### src/rtl/fetch_pc_ctrl_pkg.sv
// Shared definitions for the fetch PC controller: state encoding, parameter defaults
// and the 16-bit carry-lookahead adder used for the sequential PC increment.
package fetch_pc_ctrl_pkg;

    typedef enum logic [1:0] {
        ST_RUN  = 2'b00,
        ST_WAIT = 2'b01,
        ST_HALT = 2'b10,
        ST_ERR  = 2'b11
    } fetch_state_e;

    localparam logic [15:0] DEF_RESET_PC = 16'h0000;
    localparam logic [15:0] DEF_PC_INC   = 16'd2;

    // Four 4-bit lookahead groups with a second lookahead level across groups.
    // The carry out of bit 15 is dropped, so the sum wraps modulo 2^16.
    function automatic logic [15:0] cla_add16(input logic [15:0] a, input logic [15:0] b);
        logic [15:0] p;
        logic [15:0] g;
        logic [15:0] c;
        logic [2:0]  gg;
        logic [2:0]  gp;
        logic [3:0]  gc;
        p = a ^ b;
        g = a & b;
        for (int k = 0; k < 3; k++) begin
            gp[k] = &p[4*k +: 4];
            gg[k] = g[4*k+3]
                  | (p[4*k+3] & g[4*k+2])
                  | (p[4*k+3] & p[4*k+2] & g[4*k+1])
                  | (p[4*k+3] & p[4*k+2] & p[4*k+1] & g[4*k]);
        end
        gc[0] = 1'b0;
        gc[1] = gg[0];
        gc[2] = gg[1] | (gp[1] & gg[0]);
        gc[3] = gg[2] | (gp[2] & gg[1]) | (gp[2] & gp[1] & gg[0]);
        for (int k = 0; k < 4; k++) begin
            c[4*k] = gc[k];
            for (int i = 0; i < 3; i++) begin
                c[4*k+i+1] = g[4*k+i] | (p[4*k+i] & c[4*k+i]);
            end
        end
        return p ^ c;
    endfunction

endpackage

### src/rtl/fetch_pc_ctrl_pc_reg.sv
// 16-bit PC register with asynchronous active-low reset to a parameterised value
// and a write enable; the register holds whenever we_i is low.
module pc_reg_16b #(
    parameter logic [15:0] RESET_VAL = 16'h0000
) (
    input  logic        clk,
    input  logic        rst_n,
    input  logic        we_i,
    input  logic [15:0] d_i,
    output logic [15:0] q_o
);

    always_ff @(posedge clk or negedge rst_n) begin
        if (!rst_n) begin
            q_o <= RESET_VAL;
        end else if (we_i) begin
            q_o <= d_i;
        end
    end

endmodule

### src/rtl/fetch_pc_ctrl.sv
// Fetch PC sequencer: picks sequential, redirect or held PC each cycle, parks a
// redirect that arrives while instruction memory is busy, and raises flush for wrong-path work.
module fetch_pc_ctrl
    import fetch_pc_ctrl_pkg::*;
#(
    parameter logic [15:0] RESET_PC = DEF_RESET_PC,
    parameter logic [15:0] PC_INC   = DEF_PC_INC
) (
    input  logic        clk,
    input  logic        rst_n,
    input  logic        stall_i,
    input  logic        imem_busy_i,
    input  logic        branch_take_i,
    input  logic [15:0] br_addr_i,
    input  logic        jump_i,
    input  logic [15:0] jump_addr_i,
    input  logic        halt_i,
    input  logic        addr_err_i,
    output logic [15:0] pc_o,
    output logic [15:0] pc_plus_o,
    output logic        fetch_en_o,
    output logic        flush_o,
    output logic        halted_o,
    output logic        err_o
);

    fetch_state_e state_q, state_d;
    logic         pend_valid_q, pend_valid_d;
    logic [15:0]  pend_addr_q, pend_addr_d;
    logic         err_q, err_d;

    logic         pc_we;
    logic [15:0]  pc_d;
    logic [15:0]  pc_q;
    logic         redirect;
    logic [15:0]  target;

    assign redirect  = branch_take_i | jump_i;
    assign target    = jump_i ? jump_addr_i : br_addr_i;
    assign pc_plus_o = cla_add16(pc_q, PC_INC);

    pc_reg_16b #(
        .RESET_VAL (RESET_PC)
    ) u_pc_reg (
        .clk   (clk),
        .rst_n (rst_n),
        .we_i  (pc_we),
        .d_i   (pc_d),
        .q_o   (pc_q)
    );

    always_comb begin
        state_d      = state_q;
        pend_valid_d = pend_valid_q;
        pend_addr_d  = pend_addr_q;
        err_d        = err_q;
        pc_we        = 1'b0;
        pc_d         = pc_plus_o;
        flush_o      = 1'b0;

        case (state_q)
            ST_RUN: begin
                if (addr_err_i) begin
                    state_d = ST_ERR;
                    err_d   = 1'b1;
                    flush_o = 1'b1;
                end else if (halt_i) begin
                    state_d = ST_HALT;
                    flush_o = 1'b1;
                end else if (redirect) begin
                    // Redirect beats stall: the stalled instruction is on the wrong path.
                    flush_o = 1'b1;
                    if (imem_busy_i) begin
                        pend_valid_d = 1'b1;
                        pend_addr_d  = target;
                        state_d      = ST_WAIT;
                    end else begin
                        pc_we = 1'b1;
                        pc_d  = target;
                    end
                end else if (imem_busy_i) begin
                    state_d = ST_WAIT;
                end else if (!stall_i) begin
                    pc_we = 1'b1;
                end
            end

            ST_WAIT: begin
                if (addr_err_i) begin
                    state_d      = ST_ERR;
                    err_d        = 1'b1;
                    flush_o      = 1'b1;
                    pend_valid_d = 1'b0;
                end else if (halt_i) begin
                    state_d      = ST_HALT;
                    flush_o      = 1'b1;
                    pend_valid_d = 1'b0;
                end else if (redirect) begin
                    flush_o = 1'b1;
                    if (imem_busy_i) begin
                        pend_valid_d = 1'b1;
                        pend_addr_d  = target;
                    end else begin
                        pc_we        = 1'b1;
                        pc_d         = target;
                        pend_valid_d = 1'b0;
                        state_d      = ST_RUN;
                    end
                end else if (!imem_busy_i) begin
                    state_d = ST_RUN;
                    if (pend_valid_q) begin
                        pc_we        = 1'b1;
                        pc_d         = pend_addr_q;
                        pend_valid_d = 1'b0;
                    end else if (!stall_i) begin
                        pc_we = 1'b1;
                    end
                end
            end

            default: begin
                // HALT and ERROR are terminal until reset; every input is ignored.
            end
        endcase
    end

    always_ff @(posedge clk or negedge rst_n) begin
        if (!rst_n) begin
            state_q      <= ST_RUN;
            pend_valid_q <= 1'b0;
            pend_addr_q  <= 16'h0000;
            err_q        <= 1'b0;
        end else begin
            state_q      <= state_d;
            pend_valid_q <= pend_valid_d;
            pend_addr_q  <= pend_addr_d;
            err_q        <= err_d;
        end
    end

    assign pc_o       = pc_q;
    assign fetch_en_o = (state_q == ST_RUN) || (state_q == ST_WAIT);
    assign halted_o   = (state_q == ST_HALT);
    assign err_o      = err_q;

endmodule

### config.mk
export PLATFORM = sky130hd
export DESIGN_NAME = fetch_pc_ctrl
export DESIGN_NICKNAME = d
export VERILOG_FILES = /design/src/rtl/fetch_pc_ctrl_pkg.sv /design/src/rtl/fetch_pc_ctrl_pc_reg.sv /design/src/rtl/fetch_pc_ctrl.sv
export SDC_FILE = /design/constraint.sdc
export NUM_CORES = 1
export LEC_CHECK = 0
export ABC_AREA = 1
export CORE_ASPECT_RATIO = 0.8
export CORE_MARGIN = 3
export CORE_UTILIZATION = 40
export DETAILED_ROUTE_END_ITERATION = 10
export PLACE_DENSITY = 0.74
export SLEW_MARGIN = 25
export SYNTH_ARGS = -nofsm -noshare
export SYNTH_HDL_FRONTEND = slang
export SYNTH_SLANG_ARGS = --single-unit
### constraint.sdc
create_clock -name clk -period 4.9 [get_ports clk]
set_input_delay 0.98 -clock clk [delete_from_list [all_inputs] [get_ports clk]]
set_output_delay 0.98 -clock clk [all_outputs]
set_load 0.005 [all_outputs]
==> results.ini <==
[run_status]
status=finished, final reports clean

[power_and_ir_drop]
total_power_mw=0.602
combPwrFrac_pct=14.0
p_int_mw=0.453
p_leak_nw=1.84
sw_frac_of_total_pct=24.7
powerDensity_nw_per_um2=175
ir_worst_vdd_mv=0.0859
netSwitchingPower_mw=0.149
clockPowerShare_pct=36.3
pwr-share-seq_pct=49.6

[cts]
postCtsHoldBufs=0
root_buffer=clkbuf_8
clk_latency_ns=0.29
cts_made_buffers=5
cts_buffer_depth=2
cts_tree=built
clk_pin_slew_ns=0.07
cts_setup_buffers=0
post_cts_resized=0
clock_sink_count=36
h-tree-depth=2

[timing]
hold_viol=0
finalSetupViolations=0
worstMarginPinSlew_ns=0.583
grt_setup_unrepaired=no
fin_crit_ns=3.61
slew_viol_final=0
clock_skew_ns=0.00389
relSlewSlack_pct=61.0
whs_ns=0.484
max_freq_ghz=0.277
fin_crit_sh_pct=73.7
tns_ns=0

[job]
maxCapViolCount=0

[final_layout]
finalCoreUtilization_pct=56.2
layout_common_cells=nand2_1 (138), clkdlybuf4s50_1 (75), inv_1 (48), nand3_1 (37), dfrtp_1 (36)
area_delta_synth_final_pct=31.2
diodes=0
nets=500
multi_input_area_um2=1370
regArea_um2=901
fin_area_um2=3440
drive_above_1_share_pct=9.53
fill_cells=599
layout_commonest_cell=nand2_1

[yosys]
syn_avg_cell_area_um2=6.91
synth_fp_nets=430
synth.area.top_cells=dfrtp_1 (34%), nand2_1 (20%), nand3_1 (7.1%), inv_1 (6.9%), nor2_1 (5.0%)
synth-seq-cells=36
syn-instance-count=380
syn_area_um2=2630
yosysTopAreaCell=dfrtp_1
yosysSeqAreaShare_pct=34.3
synth_top_area_share_pct=34.3
synthDistinctLibCells=30
yosys_warnings=0

[worst_setup_path]
criticalPathCategory=in -> out
critPathTopFamily=buffers and inverters
cp_max_fo=18
critical_path.cell_chain=clkdlybuf4s50_1, buf_4, nor2_4, nand2_2, inv_2, nor2_1, clkdlybuf4s50_1
crit_arrival_ns=2.63
crit_buf_inv=4
worstSetupEndpointType=output port
startpoint_type=primary input
cpMostUsedCell=clkdlybuf4s50_1
cp_data_required_time_ns=3.92
critical-path-max-stage-delay_ns=0.46
cp_slowest_cell=clkdlybuf4s50_1

[hold_path]
worstHoldPathType=reg -> reg

[floorplan]
die_area_um2=7580
die_w_um=96.6
core_area_um2=6130
initial_core_util_pct=42.8
num_rows=25
die_h_um=78.5
pin_count=76

[placement]
dpl.hpwl_mm=5.22
portBuffers=75
place_area_um2=3350
place.gp.congestion=0.864

[route]
drtIter0Drc=185
ant_nets=0
remaining_drc_errors=0
post_drt_wl_per_cell_um=12.9
vias_per_cell=4.72
vias=2511
dr.pass1.iters=4
wl_mm=6.86

[grt]
grtUsageTotal_pct=19.1
globalRouteOverflowTotal=0
grt_first_pass_wirelength_mm=11.2
antenna_found_initial=0
grt_max_degree=37
grt_pass1_vias=2233

through the flow:
| step | setup WS, ns | instances |
|---|---|---|
| 5_1_grt | 1.18 | 532 |
| 4_1_cts | 1.29 | 532 |
| 3_5_place_dp | 1.28 | 524 |
| 3_3_place_gp | 1.30 | 524 |
| 2_1_floorplan | 2.30 | 380 |
| 6_report | 1.29 | 532 |
final timing paths:
kind | startpoint | end | slack [ns] | cells past startpoint
max in group asynchronous | rst_n | state_q[0]$_DFFE_PN0P_ | 3.47 | 2
worst max-delay path | jump_i | flush_o | 1.29 | 7
worst max register to register | u_pc_reg.q_o[1]$_DFFE_PN0P_ | u_pc_reg.q_o[15]$_DFFE_PN0P_ | 2.96 | 11
worst min-delay path | pend_addr_q[2]$_DFFE_PN0P_ | pend_addr_q[2]$_DFFE_PN0P_ | 0.48 | 2
worst min register to register | pend_addr_q[2]$_DFFE_PN0P_ | pend_addr_q[2]$_DFFE_PN0P_ | 0.48 | 2
min in group asynchronous | rst_n | u_pc_reg.q_o[8]$_DFFE_PN0P_ | 1.10 | 2
Yosys cell counts, drive strengths merged:
| cell | n |
|---|---|
| nor2 | 39 |
| ha | 10 |
| mux2i | 2 |
| nand2 | 151 |
| buf | 14 |
| inv | 57 |
| o21bai | 1 |
| nor3 | 2 |
| a21oi | 2 |
| nand3 | 39 |
| dfrtp | 36 |
| xnor2 | 4 |
| nand3b | 1 |
| o21ai | 19 |
| nand4 | 3 |
power by group through the flow:
stage                     logic [mW]  registers (mW)  clock network [mW]
after global placement        0.0851           0.305                   0
after detailed placement      0.0850           0.305                   0
after floorplan               0.0359           0.305                   0
after global routing          0.0928           0.299               0.237
after CTS                     0.0854           0.299               0.226
final                         0.0845           0.299               0.219
layer usage:
layer | GRT usage (%) | wire, µm | up-vias
met5 | 0 | 0 | -
met4 | 4.62 | 81 | 0
met3 | 3.35 | 478 | 6
met2 | 25.8 | 2860 | 77
met1 | 30.7 | 3440 | 1123
li1 | - | - | 1305
final cells by class:
| class | count | share of cell area, % |
|---|---|---|
| flip-flops and latches | 36 | 26.2 |
| multi-input cells | 273 | 39.7 |
| clock buffers | 8 | 2.62 |
| well taps | 81 | 2.94 |
| inverters | 57 | 6.36 |
| repair buffers | 77 | 22.2 |
state kept, by name, indices dropped and copies added (netlist names):
name and count:
u_pc_reg.q_o 16, pend_addr_q 16, err_o 1, pend_valid_q 1
state_q 2
logic make-up (layout without fill, tap and decap cells):
group	after synthesis	after routing	share of synthesized area (%)
AOI/OAI and AO/OA	22	22	5.15
xor gates and xnor gates	4	4	1.33
adders and majority gates	10	10	4.77
buffers and inverters	71	142	13.6
DFF	36	36	34.3
muxes	2	2	0.763
and+or+nand+nor	235	235	40.1
worst reg2reg max path, cell delays in order, from the launching register on:
cell	delay, ns
dfrtp_1	0.44
nand3_1	0.17
nor3_1	0.22
ha_1	0.18
ha_1	0.16
ha_1	0.16
xnor2_1	0.14
nand2_1	0.11
inv_1	0.09
nand2_1	0.05
nand3_1	0.07
nand2_1	0.05
Note: power is estimated with default switching activity, not from simulation.
